### src/rtl/siganfu_weapon_ctrl.sv
// SIGANFU turret fire control: gates single/burst/auto fire on lock, IFF and command,
// and sequences the magazine, reload, overheat cooldown and ammo-exhausted shutdown.
module siganfu_weapon_ctrl #(
  parameter int MAG_SIZE   = 25,
  parameter int MAG_COUNT  = 3,
  parameter int FIRE_CYC   = 5,
  parameter int GAP_CYC    = 5,
  parameter int BURST_LEN  = 3,
  parameter int RELOAD_CYC = 50,
  parameter int COOL_CYC   = 100,
  localparam int RW = $clog2(MAG_SIZE + 1),
  localparam int MW = (MAG_COUNT == 0) ? 1 : $clog2(MAG_COUNT + 1)
) (
  input  logic          sysclk,
  input  logic          reboot,
  input  logic          target_locked,
  input  logic          is_enemy,
  input  logic          fire_command,
  input  logic [1:0]    firing_mode,
  input  logic          overheat_sensor,
  output logic [2:0]    current_state,
  output logic          criticality_alert,
  output logic          fire_trigger,
  output logic [RW-1:0] rounds_left,
  output logic [MW-1:0] mags_left
);

  localparam int SHOT_CYC = FIRE_CYC + GAP_CYC;
  localparam int TMAX_A   = (SHOT_CYC > RELOAD_CYC) ? SHOT_CYC : RELOAD_CYC;
  localparam int TMAX     = (TMAX_A > COOL_CYC) ? TMAX_A : COOL_CYC;
  localparam int TW       = $clog2(TMAX);
  localparam int SW       = $clog2(BURST_LEN + 1);

  localparam logic [TW-1:0] SHOT_LAST   = TW'(SHOT_CYC - 1);
  localparam logic [TW-1:0] FIRE_LAST   = TW'(FIRE_CYC - 1);
  localparam logic [TW-1:0] RELOAD_LAST = TW'(RELOAD_CYC - 1);
  localparam logic [TW-1:0] COOL_LAST   = TW'(COOL_CYC - 1);
  localparam logic [RW-1:0] FULL_MAG    = RW'(MAG_SIZE);
  localparam logic [MW-1:0] MAG_INIT    = MW'(MAG_COUNT);
  localparam logic [SW-1:0] BURST_N     = SW'(BURST_LEN);

  typedef enum logic [2:0] {
    S_IDLE   = 3'b000,
    S_SINGLE = 3'b001,
    S_AUTO   = 3'b010,
    S_RELOAD = 3'b011,
    S_COOL   = 3'b100,
    S_DOWN   = 3'b101,
    S_BURST  = 3'b110
  } state_e;

  state_e        state_q, state_d;
  logic [TW-1:0] timer_q, timer_d;
  logic [RW-1:0] rounds_q, rounds_d;
  logic [MW-1:0] mags_q, mags_d;
  logic [SW-1:0] shots_q, shots_d;
  logic          trig_q, trig_d;
  logic          crit_q, crit_d;
  logic          lock_q, lock_d;
  logic          armed, single_mode, start_shot, go_empty;

  assign armed       = target_locked & is_enemy & fire_command;
  assign single_mode = !(firing_mode == 2'b01 || firing_mode == 2'b10);

  always_comb begin
    state_d    = state_q;
    timer_d    = timer_q;
    trig_d     = 1'b0;
    rounds_d   = rounds_q;
    mags_d     = mags_q;
    shots_d    = shots_q;
    crit_d     = crit_q;
    lock_d     = lock_q;
    start_shot = 1'b0;
    go_empty   = 1'b0;
    case (state_q)
      S_IDLE: begin
        if (armed) begin
          if (overheat_sensor) begin
            state_d = S_COOL;
            timer_d = '0;
          end else if (rounds_q == '0) begin
            go_empty = 1'b1;
          end else if (!(single_mode && lock_q)) begin
            start_shot = 1'b1;
            shots_d    = SW'(1);
            if (firing_mode == 2'b01)      state_d = S_BURST;
            else if (firing_mode == 2'b10) state_d = S_AUTO;
            else                           state_d = S_SINGLE;
          end
        end
      end
      S_SINGLE, S_BURST, S_AUTO: begin
        if (overheat_sensor) begin
          state_d = S_COOL;
          timer_d = '0;
        end else if (timer_q != SHOT_LAST) begin
          timer_d = timer_q + 1'b1;
          trig_d  = (timer_q < FIRE_LAST);
        end else begin
          // End of the gap: decide between the next shot, an empty magazine, or IDLE.
          state_d = S_IDLE;
          timer_d = '0;
          if (state_q == S_SINGLE) lock_d = 1'b1;
          if (armed && rounds_q == '0) begin
            go_empty = 1'b1;
          end else if (armed && (state_q == S_AUTO ||
                                 (state_q == S_BURST && shots_q < BURST_N))) begin
            state_d    = state_q;
            start_shot = 1'b1;
            shots_d    = shots_q + 1'b1;
          end
        end
      end
      S_RELOAD: begin
        if (timer_q == RELOAD_LAST) begin
          state_d  = S_IDLE;
          timer_d  = '0;
          rounds_d = FULL_MAG;
          mags_d   = mags_q - 1'b1;
          if (mags_q == MW'(1)) crit_d = 1'b1;
        end else begin
          timer_d = timer_q + 1'b1;
        end
      end
      S_COOL: begin
        if (timer_q == COOL_LAST) begin
          timer_d = '0;
          if (!overheat_sensor) state_d = S_IDLE;
        end else begin
          timer_d = timer_q + 1'b1;
        end
      end
      S_DOWN:  state_d = S_DOWN;
      default: state_d = S_IDLE;
    endcase
    if (go_empty) begin
      timer_d = '0;
      state_d = (mags_q != '0) ? S_RELOAD : S_DOWN;
    end
    if (start_shot) begin
      timer_d  = '0;
      trig_d   = 1'b1;
      rounds_d = rounds_q - 1'b1;
    end
    if (!fire_command) lock_d = 1'b0;
  end

  always_ff @(posedge sysclk or posedge reboot) begin
    if (reboot) begin
      state_q  <= S_IDLE;
      timer_q  <= '0;
      trig_q   <= 1'b0;
      rounds_q <= FULL_MAG;
      mags_q   <= MAG_INIT;
      shots_q  <= '0;
      crit_q   <= (MAG_COUNT == 0);
      lock_q   <= 1'b0;
    end else begin
      state_q  <= state_d;
      timer_q  <= timer_d;
      trig_q   <= trig_d;
      rounds_q <= rounds_d;
      mags_q   <= mags_d;
      shots_q  <= shots_d;
      crit_q   <= crit_d;
      lock_q   <= lock_d;
    end
  end

  assign current_state     = state_q;
  assign criticality_alert = crit_q;
  assign fire_trigger      = trig_q;
  assign rounds_left       = rounds_q;
  assign mags_left         = mags_q;

`ifndef SYNTHESIS
  a_no_round_underflow: assert property (@(posedge sysclk) disable iff (reboot)
    start_shot |-> rounds_q != '0);
  a_no_mag_underflow: assert property (@(posedge sysclk) disable iff (reboot)
    (state_q == S_RELOAD && timer_q == RELOAD_LAST) |-> mags_q != '0);
`endif

endmodule

### config.mk
export PLATFORM = sky130hd
export DESIGN_NAME = siganfu_weapon_ctrl
export DESIGN_NICKNAME = d
export VERILOG_FILES = /design/src/rtl/siganfu_weapon_ctrl.sv
export SDC_FILE = /design/constraint.sdc
export NUM_CORES = 1
export LEC_CHECK = 0
export ABC_CLOCK_PERIOD_IN_PS = 2000
export BUFFER_PORTS_ARGS = -buffer_cell sky130_fd_sc_hd__buf_2
export CAP_MARGIN = 40
export CORE_MARGIN = 5
export CORE_UTILIZATION = 51
export CTS_CLUSTER_DIAMETER = 150
export CTS_CLUSTER_SIZE = 25
export DETAILED_ROUTE_END_ITERATION = 10
export GPL_TIMING_DRIVEN = 0
export PLACE_DENSITY = 0.77
export SETUP_SLACK_MARGIN = 0.3
export SLEW_MARGIN = 20
export SYNTH_ARGS = -nofsm -noshare
export SYNTH_HDL_FRONTEND = slang
export SYNTH_SLANG_ARGS = --single-unit
### constraint.sdc
create_clock -name sysclk -period 2 [get_ports sysclk]
set_input_delay 0.5 -clock sysclk [delete_from_list [all_inputs] [get_ports sysclk]]
set_output_delay 0.5 -clock sysclk [all_outputs]
set_load 0.01 [all_outputs]
-- Yosys cells after proc, flatten, opt, wreduce, memory -nomap -nowiden
Index checks and enable logic that the tools add are counted.
- bits in registers: 22
- input port bits: 8
- output and inout bits: 12
- logic and storage cells: 134
- add/subtract/negate cells: 4
- magnitude comparators: 2
- equality and inequality tests: 34
- multiplexer cells: 62
- bitwise gates (word level): 2
- reductions and logical operators: 22
- operator list (operator ; count):
    $mux W7 ; 8
    $mux W3 ; 14
    $pmux W7 S4 ; 1
    $mux W1 ; 23
    $ne A2 B2 Y1 const B ; 10
    $ne A4 B4 Y1 const B ; 5
    $mux W2 ; 9
    $mux W5 ; 3
    $pmux W3 S5 ; 1
    $ne A3 B3 Y1 const B ; 4
    $eq A3 B3 Y1 const B ; 3
    $reduce_and A9 Y1 ; 1
    $reduce_and A8 Y1 ; 1
    $reduce_bool A2 Y1 ; 4
    $add A7 B1 Y7 const B ; 1
    $eq A7 B6 Y1 const B ; 1
    $eq A7 B7 Y1 const B ; 1
    $lt A7 B3 Y1 const B ; 1
    $ne A7 B4 Y1 const B ; 1
    $eq A3 B2 Y1 const B ; 2
    $reduce_and A3 Y1 ; 2
    $reduce_bool A6 Y1 ; 1
    $logic_not A5 Y1 ; 1
    $ne A5 B5 Y1 const B ; 1
    18 further kinds ; 27

-- Logic depth before layout (Yosys ltp)
Gate-level depths: netlist of run 1.
- word-level depth: 11
- depth in mapped cells: 10
- depth with buffers taken out: 8

-- Worst setup path after synthesis of run 1
OpenSTA, ideal clock, no wires.
- path kind: reg2reg
- from: register rounds_q[0], in the netlist rounds_left[0]
- to: register state_q[2], in the netlist current_state[2]
- library setup time: 0.128 ns
- data arrival time: 1.934 ns
- required time: 1.872 ns
- path slack: -0.062 ns
- cell stages (with the launch flop): 9
- path buffers: 0
- clock period less this slack: 2.062 ns
- cells stage by stage: dfstp_2 inv_1 ha_1 nor4b_4 o21ba_2 nor3_1 o21ai_1 a22o_1 mux2_1
- longest elaborated chain between the ends: 8
- elaborated cells on any way between the ends: 23
- classes of those cells: 8 x eq/ne; 12 x mux; 3 x reduce/logical
- RTL lines (element ; line ; RTL):
    start, declared ; 54 ; logic [RW-1:0] rounds_q, rounds_d;
    start signal, assigned ; 163 ; rounds_q <= rounds_d;
    $logic_not A5 Y1 * ; 82, 105 ;
    $logic_and A1 B1 Y1 ; 105 ; if (armed && rounds_q == '0) begin
    $mux W1 ; 105 ;
    $mux W1 ; 97 ; end else if (timer_q != SHOT_LAST) begin
    $mux W1 ; 94 ; if (overheat_sensor) begin
    $pmux W1 S2 ; 76 ; case (state_q)
    $ne A5 B5 Y1 (no line), or another cell as far along ; -- ;
    $reduce_and A8 Y1 (no line) ; -- ;
    end signal, assigned ; 160 ; state_q <= state_d;
    end, declared ; 52 ; state_e state_q, state_d;
Every way passes the cells marked *; elsewhere a longest branch is shown, timed or not. The select of a mux whose other input is x is not followed.
A chain may end at the register's enable or synchronous reset.

-- Worst setup path in the final report of run 1
Ends and elaborated chain as after synthesis.

==> reports/qor.log, run 1 <==
[run_status] result of the run complete, but fails checks
[run_status] violated checks negative setup slack
[clocking] number of buffers inserted for hold repair after clock tree synthesis 0
[place] cell area after placement 0.00174 mm^2
[sta] RSZ-0062 raised after global routing true
[detailed_routing] vias post-DR 1422
[power_and_ir_drop] switch share 43.0%
[sta] Max Clk Rate 480 MHz
[grt] maximum number of pins on one net before global-route repair 23
[sta] Worst Tran Pin Value 0.493 ns
[power_and_ir_drop] worst voltage drop across the vdd grid 810 uV
[hold_path] type of the tightest min-delay check in2async
[grt] initial antenna violation count 0
[sta] fin crit period 2.08 ns
[final_layout] total inserted antenna cells 0
[floorplan] Total Die Area 0.00418 mm^2
[final_layout] P&R area growth vs syn 28.3%
[place] Routability Congestion 0.941
[clocking] source-to-sink clock delay at the later pin of the worst-skew pair 0.32 ns
[detailed_routing] antenna-violating nets left 0
[power_and_ir_drop] power per cell area 1360 mW/mm^2
[sta] endpoints failing hold 0
[detailed_routing] final wirelength 3650 um
[detailed_routing] TritonRoute pass-1 iters 4
[clocking] clock slew at the register clock pins of the worst setup and hold paths 0.12 ns
[flow_run] max-cap check violation count 0
[setup_path] capturing element type of the critical path flip-flop
[floorplan] I/O pin total 20
[floorplan] width of the chip 64.7 um
[final_layout] fin nets 230
[floorplan] Die Y-Extent 64.7 um
[floorplan] Core Rows 19
[power_and_ir_drop] total internal power 1.51 mW
[clocking] Bufs on Longest Clock Path 2
[floorplan] effective utilization at floorplan 54.4%
[clocking] Num CTS Buffers 3
[power_and_ir_drop] Seq pwr share 29.3%
[power_and_ir_drop] total net switching power 1.14 mW
[final_layout] number of inserted filler cells in the final layout 218
[setup_path] startpoint types flip-flop
[sta] post-layout worst setup margin -0.0836 ns
[place] HPWL after detailed placement 2530 um
[yosys] Post-Syn Instances 173
[sta] total setup violations reported at the end of the flow 10
[grt] via count of the first global-routing pass 1347
[setup_path] maximum fanout count along the critical path 4
[detailed_routing] post-detailed-route via-to-cell ratio 5.83
[setup_path] crit path DAT 2.29 ns
[grt] global-route wire length before repair 6220 um
[sta] final worst-path cycle share 104%
[clocking] H-tree depth 1
[power_and_ir_drop] Gate power share 61.4%
[power_and_ir_drop] proportion of power drawn by the clock network 9.3%
[yosys] flip-flop cell with the highest count after synthesis sky130_fd_sc_hd__dfrtp_1
[clocking] CTS tree yes
[setup_path] series of cell instances along the critical path inv_2 > ha_4 > nor4b_4 > o21ba_2 > nor3_2 > o21ai_1 > a22o_1 > mux2_4
[setup_path] Worst Path Buf+Inv 1
[sta] clock skew 0.00931 ns
[yosys] post-synthesis async set-or-reset flop share 100%
[grt] overall overflow remaining after global route 0
[yosys] Syn Nets 189
[clocking] Clock Tree Root sky130_fd_sc_hd__clkbuf_4
[yosys] number of distinct library cells after synthesis 50
[sta] Max transition margin 67.1%
[grt] All-Layer GR Usage 18.6%
[final_layout] fraction of layout instances using a drive strength above 1 37.6%
[detailed_routing] wire length per cell 14.9 um
[setup_path] Critical Path Max Stage Delay 0.56 ns
[sta] final-report max-slew violation count 0
[yosys] sequential area share after synthesis 36.5%
[yosys] Avg Synthesized Cell Area 8.82 um^2
[setup_path] category of the critical setup timing path reg2reg
[setup_path] required time worst endpoint 2.21 ns
[yosys] number of enable flip-flop cells after synthesis 0
[sta] worst hold slack 0.110 ns
[detailed_routing] count of routing violations after the opening detailed-route iteration 64
[floorplan] core footprint 0.00281 mm^2
[yosys] Yosys warning count 0
[setup_path] Critical-path top delay cell sky130_fd_sc_hd__dfstp_2
[yosys] area of the mapped netlist 0.00153 mm^2
[place] number of input and output port buffers inserted 19
[clocking] sinks on the clock net 22
[setup_path] kind of cell adding the most delay to the critical path flip-flops
[detailed_routing] remaining routing DRC violations 0
[yosys] register bit count reported by yosys 22
[final_layout] post-route cell area 0.00196 mm^2
[power_and_ir_drop] Leakage Power 0.913 nW
## metrics by stage
stage	util (%)	setup TNS [ns]	setup WS, ns	total power [mW]	std cells
6_report	69.8	-0.438	-0.0836	2.66	244
5_1_grt	69.8	-1.77	-0.200	2.88	244
4_1_cts	66.5	-0.170	-0.0558	2.56	236
3_5_place_dp	62.0	-0.557	-0.200	2.14	223
3_3_place_gp	62.0	-0.516	-0.180	2.10	223
2_1_floorplan	-	0	0.0108	1.81	173
## state kept, by name, summed over array words and instances (netlist names)
register,count
fire_trigger,1
lock_q,1
criticality_alert,1
rounds_left,5
timer_q,7
mags_left,2
current_state,3
shots_q,2
## routing by layer
metal  part of all wire [%]  up-vias  global-route usage (%)
met5                      0        -                       0
met4                   0.99        0                    4.75
met3                    5.6        6                    3.80
met2                     51       40                    31.3
met1                     42      684                    24.4
li1                       -      692                       -
## power groups by stage
| stage | clock network [mW] | logic (mW) | registers, mW |
|---|---|---|---|
| detailed placement | 0 | 1.34 | 0.801 |
| floorplan | 0 | 1.00 | 0.805 |
| global placement | 0 | 1.31 | 0.791 |
| CTS | 0.255 | 1.53 | 0.775 |
| finish | 0.248 | 1.63 | 0.779 |
| global route | 0.277 | 1.80 | 0.802 |
## worst paths after layout
kind	cells past startpoint	slack, ns	to	startpoint
min in group sysclk	2	0.42	lock_q	fire_command
min	2	0.11	shots_q[1]	reboot
min reg2reg	1	0.47	criticality_alert	criticality_alert
max reg2reg	8	-0.08	current_state[2]	rounds_left[0]
max	8	-0.08	current_state[2]	rounds_left[0]
max in group asynchronous	3	1.40	mags_left[1]	reboot
## timing repair
item | CTS | global route
cloned | 1 | 0
setup endpoints to repair | 21 | 21
setup buffers | 8 | 7
pin swaps | 1 | 6
gates resized for setup | 9 | 11
## final cells by class
cell class	instances	area (um^2)	share of cell area (%)
Multi-Input combinational cell	133	995	50.8
Sequential cell	22	559	28.6
Timing Repair Buffer	36	230	11.8
Buffer	9	63.8	3.26
Tap cell	31	38.8	1.98
Clock buffer	4	36.3	1.85
Inverter	9	33.8	1.73
## placed cells by master (no fill, tap or decap), drive strengths merged, types with 2 or more instances in the layout
| cell | Yosys | layout |
|---|---|---|
| and2 | 3 | 3 |
| o31ai | 2 | 2 |
| a31oi | 4 | 4 |
| clkbuf | 5 | 8 |
| or3 | 3 | 3 |
| xnor2 | 3 | 3 |
| nor4b | 3 | 3 |
| and3 | 2 | 2 |
| buf | 4 | 41 |
| o211ai | 2 | 2 |
| a211o | 2 | 2 |
| a21o | 5 | 5 |
| mux2 | 4 | 4 |
| nor2 | 14 | 14 |
| a21oi | 9 | 9 |
| nand2b | 3 | 3 |
| dfrtp | 17 | 17 |
| nand2 | 20 | 20 |
| nor3 | 9 | 9 |
| nand3 | 3 | 3 |
| dfstp | 5 | 5 |
| inv | 9 | 9 |
| nor2b | 5 | 5 |
| ha | 8 | 8 |
| mux2i | 2 | 2 |
| o21ai | 10 | 10 |
## kinds of logic (layout without fill, tap and decap cells)
kind of cell	Yosys count	after routing	synth area share (%)
compound gates	44	44	19.1
fa+ha+maj	8	8	6.56
simple gates	72	72	26.7
flops	22	22	36.5
mux	6	6	4.27
buf+inv	18	58	5.08
xor+xnor	3	3	1.72
## synth_stat cells (2+ instances only)
master,n,area [um^2]
sky130_fd_sc_hd__nor3_1,9,45.0
sky130_fd_sc_hd__a21o_1,5,37.5
sky130_fd_sc_hd__a21oi_1,9,45.0
sky130_fd_sc_hd__ha_1,8,100
sky130_fd_sc_hd__and3_1,2,12.5
sky130_fd_sc_hd__nor2_1,14,52.6
sky130_fd_sc_hd__nand2_1,19,71.3
sky130_fd_sc_hd__nor4b_4,2,47.6
sky130_fd_sc_hd__mux2_2,3,33.8
sky130_fd_sc_hd__o31ai_1,2,15.0
sky130_fd_sc_hd__and2_1,3,18.8
sky130_fd_sc_hd__inv_1,9,33.8
sky130_fd_sc_hd__clkbuf_1,4,15.0
sky130_fd_sc_hd__nor2b_1,5,31.3
sky130_fd_sc_hd__buf_4,2,15.0
sky130_fd_sc_hd__nand2b_1,3,18.8
sky130_fd_sc_hd__xnor2_1,3,26.3
sky130_fd_sc_hd__dfstp_2,5,131
sky130_fd_sc_hd__o21ai_0,9,45.0
sky130_fd_sc_hd__a31oi_1,4,25.0
sky130_fd_sc_hd__o211ai_1,2,15.0
sky130_fd_sc_hd__nand3_1,3,15.0
sky130_fd_sc_hd__a211o_1,2,17.5
sky130_fd_sc_hd__dfrtp_1,17,425
sky130_fd_sc_hd__mux2i_1,2,20.0
sky130_fd_sc_hd__or3_1,3,18.8
(Power assumes the default switching activity.)
==> inputs of run 2 (changes only) <==
Settings changed: BUFFER_PORTS_ARGS -buffer_cell sky130_fd_sc_hd__buf_2 to default, CORE_UTILIZATION 51 to 56, DONT_BUFFER_PORTS from default to 1, PLACE_DENSITY 0.77 to 0.76.
==> reports/qor.log, run 2 (synthesis results as in run 1) <==
[setup_path] Critical Path Max Stage Delay 0.47 ns
[sta] endpoints failing hold 0
[setup_path] series of cell instances along the critical path inv_2 > ha_4 > nor4b_4 > and4b_1 > nor3_4 > o21ai_1 > a22o_1 > mux2_4
[sta] Max Clk Rate 466 MHz
[power_and_ir_drop] worst voltage drop across the vdd grid 1200 uV
[clocking] CTS tree yes
[final_layout] number of flip-flops in the largest register 7
[setup_path] depth of the worst register-to-register path 8
[hold_path] type of the tightest min-delay check in2reg
[setup_path] required time worst endpoint 2.22 ns
[hold_path] Worst Hold Depth 1
[final_layout] total inserted antenna cells 0
[detailed_routing] antenna-violating nets left 0
[final_layout] fraction of layout instances using a drive strength above 1 34.5%
[sta] total setup violations reported at the end of the flow 14
[setup_path] Critical-path top delay cell sky130_fd_sc_hd__dfrtp_2
[power_and_ir_drop] power per cell area 1410 mW/mm^2
[place] HPWL after detailed placement 2480 um
[sta] Max transition margin 70.3%
[final_layout] storage element area 561 um^2
[final_layout] P&R area growth vs syn 29.5%
[sta] post-layout worst setup margin -0.144 ns
[clocking] Bufs on Longest Clock Path 2
[setup_path] Worst Path Buf+Inv 1
[floorplan] width of the chip 62.2 um
[grt] initial antenna violation count 0
[place] number of input and output port buffers inserted 0
[sta] fin crit period 2.14 ns
[detailed_routing] vias post-DR 1381
[sta] RSZ-0062 raised after global routing true
[final_layout] fin nets 214
[setup_path] capturing element type of the critical path flip-flop
[power_and_ir_drop] Leakage Power 0.861 nW
[setup_path] crit path DAT 2.36 ns
[grt] overall overflow remaining after global route 0
[grt] maximum number of pins on one net before global-route repair 23
[place] Worst Setup Slack post-DPL -0.183 ns
[grt] All-Layer GR Usage 18.9%
[floorplan] Core Rows 19
[sta] clock skew 0.00212 ns
[final_layout] most used cells in the layout excluding fill and tap cells sky130_fd_sc_hd__nand2_1, sky130_fd_sc_hd__buf_4, sky130_fd_sc_hd__dfrtp_1
[detailed_routing] remaining routing DRC violations 0
[detailed_routing] final wirelength 3840 um
[final_layout] Most flops, register timer_q
[clocking] Clock Tree Root sky130_fd_sc_hd__clkbuf_4
[floorplan] Total Die Area 0.00387 mm^2
[sta] TNS Setup -0.677 ns
[clocking] H-tree depth 1
[floorplan] core footprint 0.00269 mm^2
[floorplan] Die Y-Extent 62.2 um
[floorplan] I/O pin total 20
[run_status] violated checks negative setup slack
[place] Routability Congestion 0.898
[setup_path] startpoint types flip-flop
[final_layout] most common library cell in the layout ignoring fill and taps sky130_fd_sc_hd__nand2_1
[clocking] source-to-sink clock delay at the later pin of the worst-skew pair 0.31 ns
[clocking] clock slew at the register clock pins of the worst setup and hold paths 0.13 ns
[grt] via count of the first global-routing pass 1357
[final_layout] area of the multi-input gates 0.00105 mm^2
[setup_path] kind of cell adding the most delay to the critical path simple AND/OR/NAND/NOR gates
[flow_run] max-cap check violation count 0
[run_status] result of the run complete, but fails checks
[detailed_routing] post-detailed-route via-to-cell ratio 6.06
[detailed_routing] wire length per cell 16.8 um
[setup_path] category of the critical setup timing path reg2reg
[sta] final worst-path cycle share 107%
[setup_path] Stages on worst setup path 8
[power_and_ir_drop] power consumption 2.78 mW
[clocking] Num CTS Buffers 3
[setup_path] maximum fanout count along the critical path 4
[clocking] sinks on the clock net 22
[final_layout] number of inserted filler cells in the final layout 194
[detailed_routing] TritonRoute pass-1 iters 4
[grt] global-route wire length before repair 6120 um
[floorplan] effective utilization at floorplan 56.8%
[sta] Worst Tran Pin Value 0.445 ns
[detailed_routing] count of routing violations after the opening detailed-route iteration 79
[sta] worst hold slack 0.315 ns
[sta] final-report max-slew violation count 0
## run 2: layout make-up
cell class | count | share of cell area, %
Tap cell | 31 | 1.96
Clock buffer | 3 | 1.14
Sequential cell | 22 | 28.4
Multi-Input combinational cell | 133 | 53.4
Clock inverter | 1 | 1.52
Buffer | 9 | 3.49
Timing Repair Buffer | 20 | 8.37
Inverter | 9 | 1.71
## run 2: worst reg2reg max path: stages (launching register included)
cell and delay [ns]:
sky130_fd_sc_hd__dfrtp_2 0.47, sky130_fd_sc_hd__inv_2 0.08, sky130_fd_sc_hd__ha_4 0.11, sky130_fd_sc_hd__nor4b_4 0.32, sky130_fd_sc_hd__and4b_1 0.27, sky130_fd_sc_hd__nor3_4 0.18, sky130_fd_sc_hd__o21ai_1 0.08, sky130_fd_sc_hd__a22o_1 0.23
sky130_fd_sc_hd__mux2_4 0.30
## run 2: worst paths after layout
| kind | to | slack (ns) | start |
|---|---|---|---|
| worst max-delay path | current_state[2] | -0.14 | rounds_left[1] |
| worst min-delay path | lock_q | 0.31 | fire_command |
| worst max register to register | current_state[2] | -0.14 | rounds_left[1] |
| worst min register to register | criticality_alert | 0.54 | criticality_alert |
| max in group asynchronous | mags_left[0] | 0.95 | reboot |
| min in group asynchronous | fire_trigger | 0.56 | reboot |
## run 2: power by group
group | leakage [nW] | internal (mW) | total [mW] | switching [mW]
sequential | 0.271 | 0.610 | 0.850 | 0.241
clock | 0.0279 | 0.202 | 0.351 | 0.149
combinational | 0.562 | 0.786 | 1.57 | 0.789
total | 0.861 | 1.60 | 2.78 | 1.18
## run 2: per-layer routing
layer | vias to the layer above | GRT usage (%) | wire length [um]
met2 | 41 | 33.9 | 2040
met4 | 0 | 5.96 | 38
met5 | - | 0 | 0
met3 | 4 | 3.24 | 187
li1 | 662 | - | -
met1 | 674 | 22.6 | 1570
## run 2: what timing repair did
action	in CTS	in global routing
setup endpoints to repair	21	21
buffers inserted	11	5
hold buffers	0	1
pin swaps	10	6
hold endpoints to repair	0	3
resized for setup	13	19
cloned	2	0
## run 2: through the flow
stage	area, um^2	util [%]	cells
2_1_floorplan	1610	-	173
6_report	1970	73.5	228
5_1_grt	1970	73.5	228
3_5_place_dp	1650	61.2	204
3_3_place_gp	1650	61.2	204
4_1_cts	1830	68.0	221
==> inputs of run 3 (changes only) <==
Settings changed: ABC_CLOCK_PERIOD_IN_PS 2000 to 2500, CORE_UTILIZATION 56 to 25, PLACE_DENSITY 0.76 to 0.4.
Clock period 2 ns to 2.5 ns, I/O delays scaled along.
==> reports/qor.log, run 3 (synthesis results as in run 1) <==
[run_status] result of the run completed
[clocking] CTS tree yes
[place] Worst Setup Slack post-DPL 0.133 ns
[detailed_routing] final wirelength 4040 um
[setup_path] required time worst endpoint 2.66 ns
[clocking] number of buffers inserted for hold repair after clock tree synthesis 0
[final_layout] fin nets 204
[sta] TNS Setup 0 ns
[final_layout] most used cells in the layout excluding fill and tap cells sky130_fd_sc_hd__nand2_1, sky130_fd_sc_hd__dfrtp_1, sky130_fd_sc_hd__nor2_1
[setup_path] Critical Path Max Stage Delay 0.45 ns
[setup_path] startpoint types flip-flop
[setup_path] series of cell instances along the critical path inv_2 > ha_4 > nor4b_4 > and4b_1 > nor3_4 > o21ai_2 > a22o_1 > mux2_4
[final_layout] P&R area growth vs syn 19.5%
[place] Routability Congestion 0.840
[grt] maximum number of pins on one net before global-route repair 14
[detailed_routing] post-detailed-route via-to-cell ratio 5.00
[power_and_ir_drop] power per cell area 1110 mW/mm^2
[detailed_routing] antenna-violating nets left 0
[place] number of input and output port buffers inserted 0
[setup_path] capturing element type of the critical path flip-flop
[final_layout] Most flops, register timer_q
[grt] global-route wire length before repair 6570 um
[grt] overall overflow remaining after global route 0
[final_layout] end-of-flow core utilization 30.8%
[clocking] clock slew at the register clock pins of the worst setup and hold paths 0.09 ns
[sta] post-layout worst setup margin 0.334 ns
[hold_path] type of the tightest min-delay check in2async
[final_layout] most common library cell in the layout ignoring fill and taps sky130_fd_sc_hd__nand2_1
[clocking] sinks on the clock net 22
[sta] final worst-path cycle share 86.6%
[setup_path] category of the critical setup timing path reg2reg
[sta] Max transition margin 50.3%
[final_layout] post-route cell area 0.00182 mm^2
[sta] worst hold slack 0.237 ns
[detailed_routing] TritonRoute pass-1 iters 4
[final_layout] fraction of layout instances using a drive strength above 1 24.6%
[place] cell area after placement 0.00163 mm^2
[grt] initial antenna violation count 0
[floorplan] Total Die Area 0.00776 mm^2
[grt] All-Layer GR Usage 10.8%
[clocking] Num CTS Buffers 3
[place] HPWL after detailed placement 2940 um
[detailed_routing] remaining routing DRC violations 0
[clocking] source-to-sink clock delay at the later pin of the worst-skew pair 0.26 ns
[power_and_ir_drop] worst voltage drop across the vdd grid 355 uV
[final_layout] number of flip-flops in the largest register 7
[floorplan] effective utilization at floorplan 25.8%
[floorplan] core footprint 0.00592 mm^2
[sta] endpoints failing hold 0
[floorplan] width of the chip 88.1 um
[grt] via count of the first global-routing pass 1311
[sta] Worst Tran Pin Value 0.742 ns
[floorplan] Die Y-Extent 88.1 um
[setup_path] crit path DAT 2.32 ns
[detailed_routing] vias post-DR 1309
[sta] Max Clk Rate 462 MHz
[detailed_routing] wire length per cell 15.4 um
[setup_path] Critical-path top delay cell sky130_fd_sc_hd__dfrtp_2
[clocking] Clock Tree Root sky130_fd_sc_hd__clkbuf_8
[detailed_routing] count of routing violations after the opening detailed-route iteration 40
[power_and_ir_drop] Leakage Power 0.787 nW
[sta] total setup violations reported at the end of the flow 0
[flow_run] max-cap check violation count 0
[setup_path] maximum fanout count along the critical path 4
[floorplan] I/O pin total 20
[final_layout] total inserted antenna cells 0
[clocking] Bufs on Longest Clock Path 2
[sta] RSZ-0062 raised after global routing true
[sta] fin crit period 2.17 ns
[clocking] H-tree depth 1
[floorplan] Core Rows 28
[sta] clock skew 0.00509 ns
[sta] final-report max-slew violation count 0
run 3: changes by cell type in the layout (fill, tap and decap cells not counted), sizes merged:
cell	before	now
clkbuf	9	8
bufinv	1	0
dlygate4sd3	1	0
buf	22	15
run 3: path summary, 6_finish.rpt:
kind                       slack (ns)            from  cells past startpoint               end
max in group asynchronous        1.74          reboot                      2    rounds_left[4]
max                              0.33  rounds_left[1]                      8  current_state[2]
min in group sysclk              0.50    fire_command                      1            lock_q
min reg2reg                      0.53      shots_q[1]                      1        shots_q[1]
min                              0.24          reboot                      1        timer_q[4]
max reg2reg                      0.33  rounds_left[1]                      8  current_state[2]
run 3: timing repair:
item / CTS / global route
endpoints found under the setup margin: 4 / 9
gates cloned: 0 / 1
setup buffers: 1 / 7
pin swaps: 0 / 6
resized for setup: 2 / 23
run 3: report_power, final:
group	switching (mW)	leakage (nW)	internal (mW)	total, mW
logic	0.578	0.484	0.507	1.09
registers	0.195	0.274	0.486	0.682
clock network	0.122	0.0288	0.140	0.263
total	0.896	0.787	1.13	2.03
run 3: layer usage:
layer,track usage [%],routed length [um],vias up
met1,13.7,1770,647
met4,2.34,23,0
met2,18.3,2050,20
li1,-,-,640
met5,0,0,-
met3,3.29,187,2
run 3: through the flow:
step / std cells / total power [mW]
after global placement: 248 / 1.56
after global routing: 262 / 2.20
final: 262 / 2.03
after detailed placement: 249 / 1.59
after CTS: 254 / 1.87
after floorplan: 173 / 1.35
run 3: critical path: cells and delay by family, from the launching register on:
family | cells | cell delay [ns]
simple gates | 3 | 0.76
flops | 1 | 0.45
mux | 1 | 0.31
compound gates | 2 | 0.30
fa+ha+maj | 1 | 0.13
buf+inv | 1 | 0.10
run 3: final cells by class:
| type | instances | area (um^2) |
|---|---|---|
| Multi-Input combinational cell | 133 | 950 |
| Sequential cell | 22 | 558 |
| Buffer | 9 | 52.6 |
| Tap cell | 75 | 93.8 |
| Inverter | 9 | 33.8 |
| Clock buffer | 4 | 55.1 |
| Timing Repair Buffer | 10 | 80.1 |
| Fill cell | 615 | 4100 |
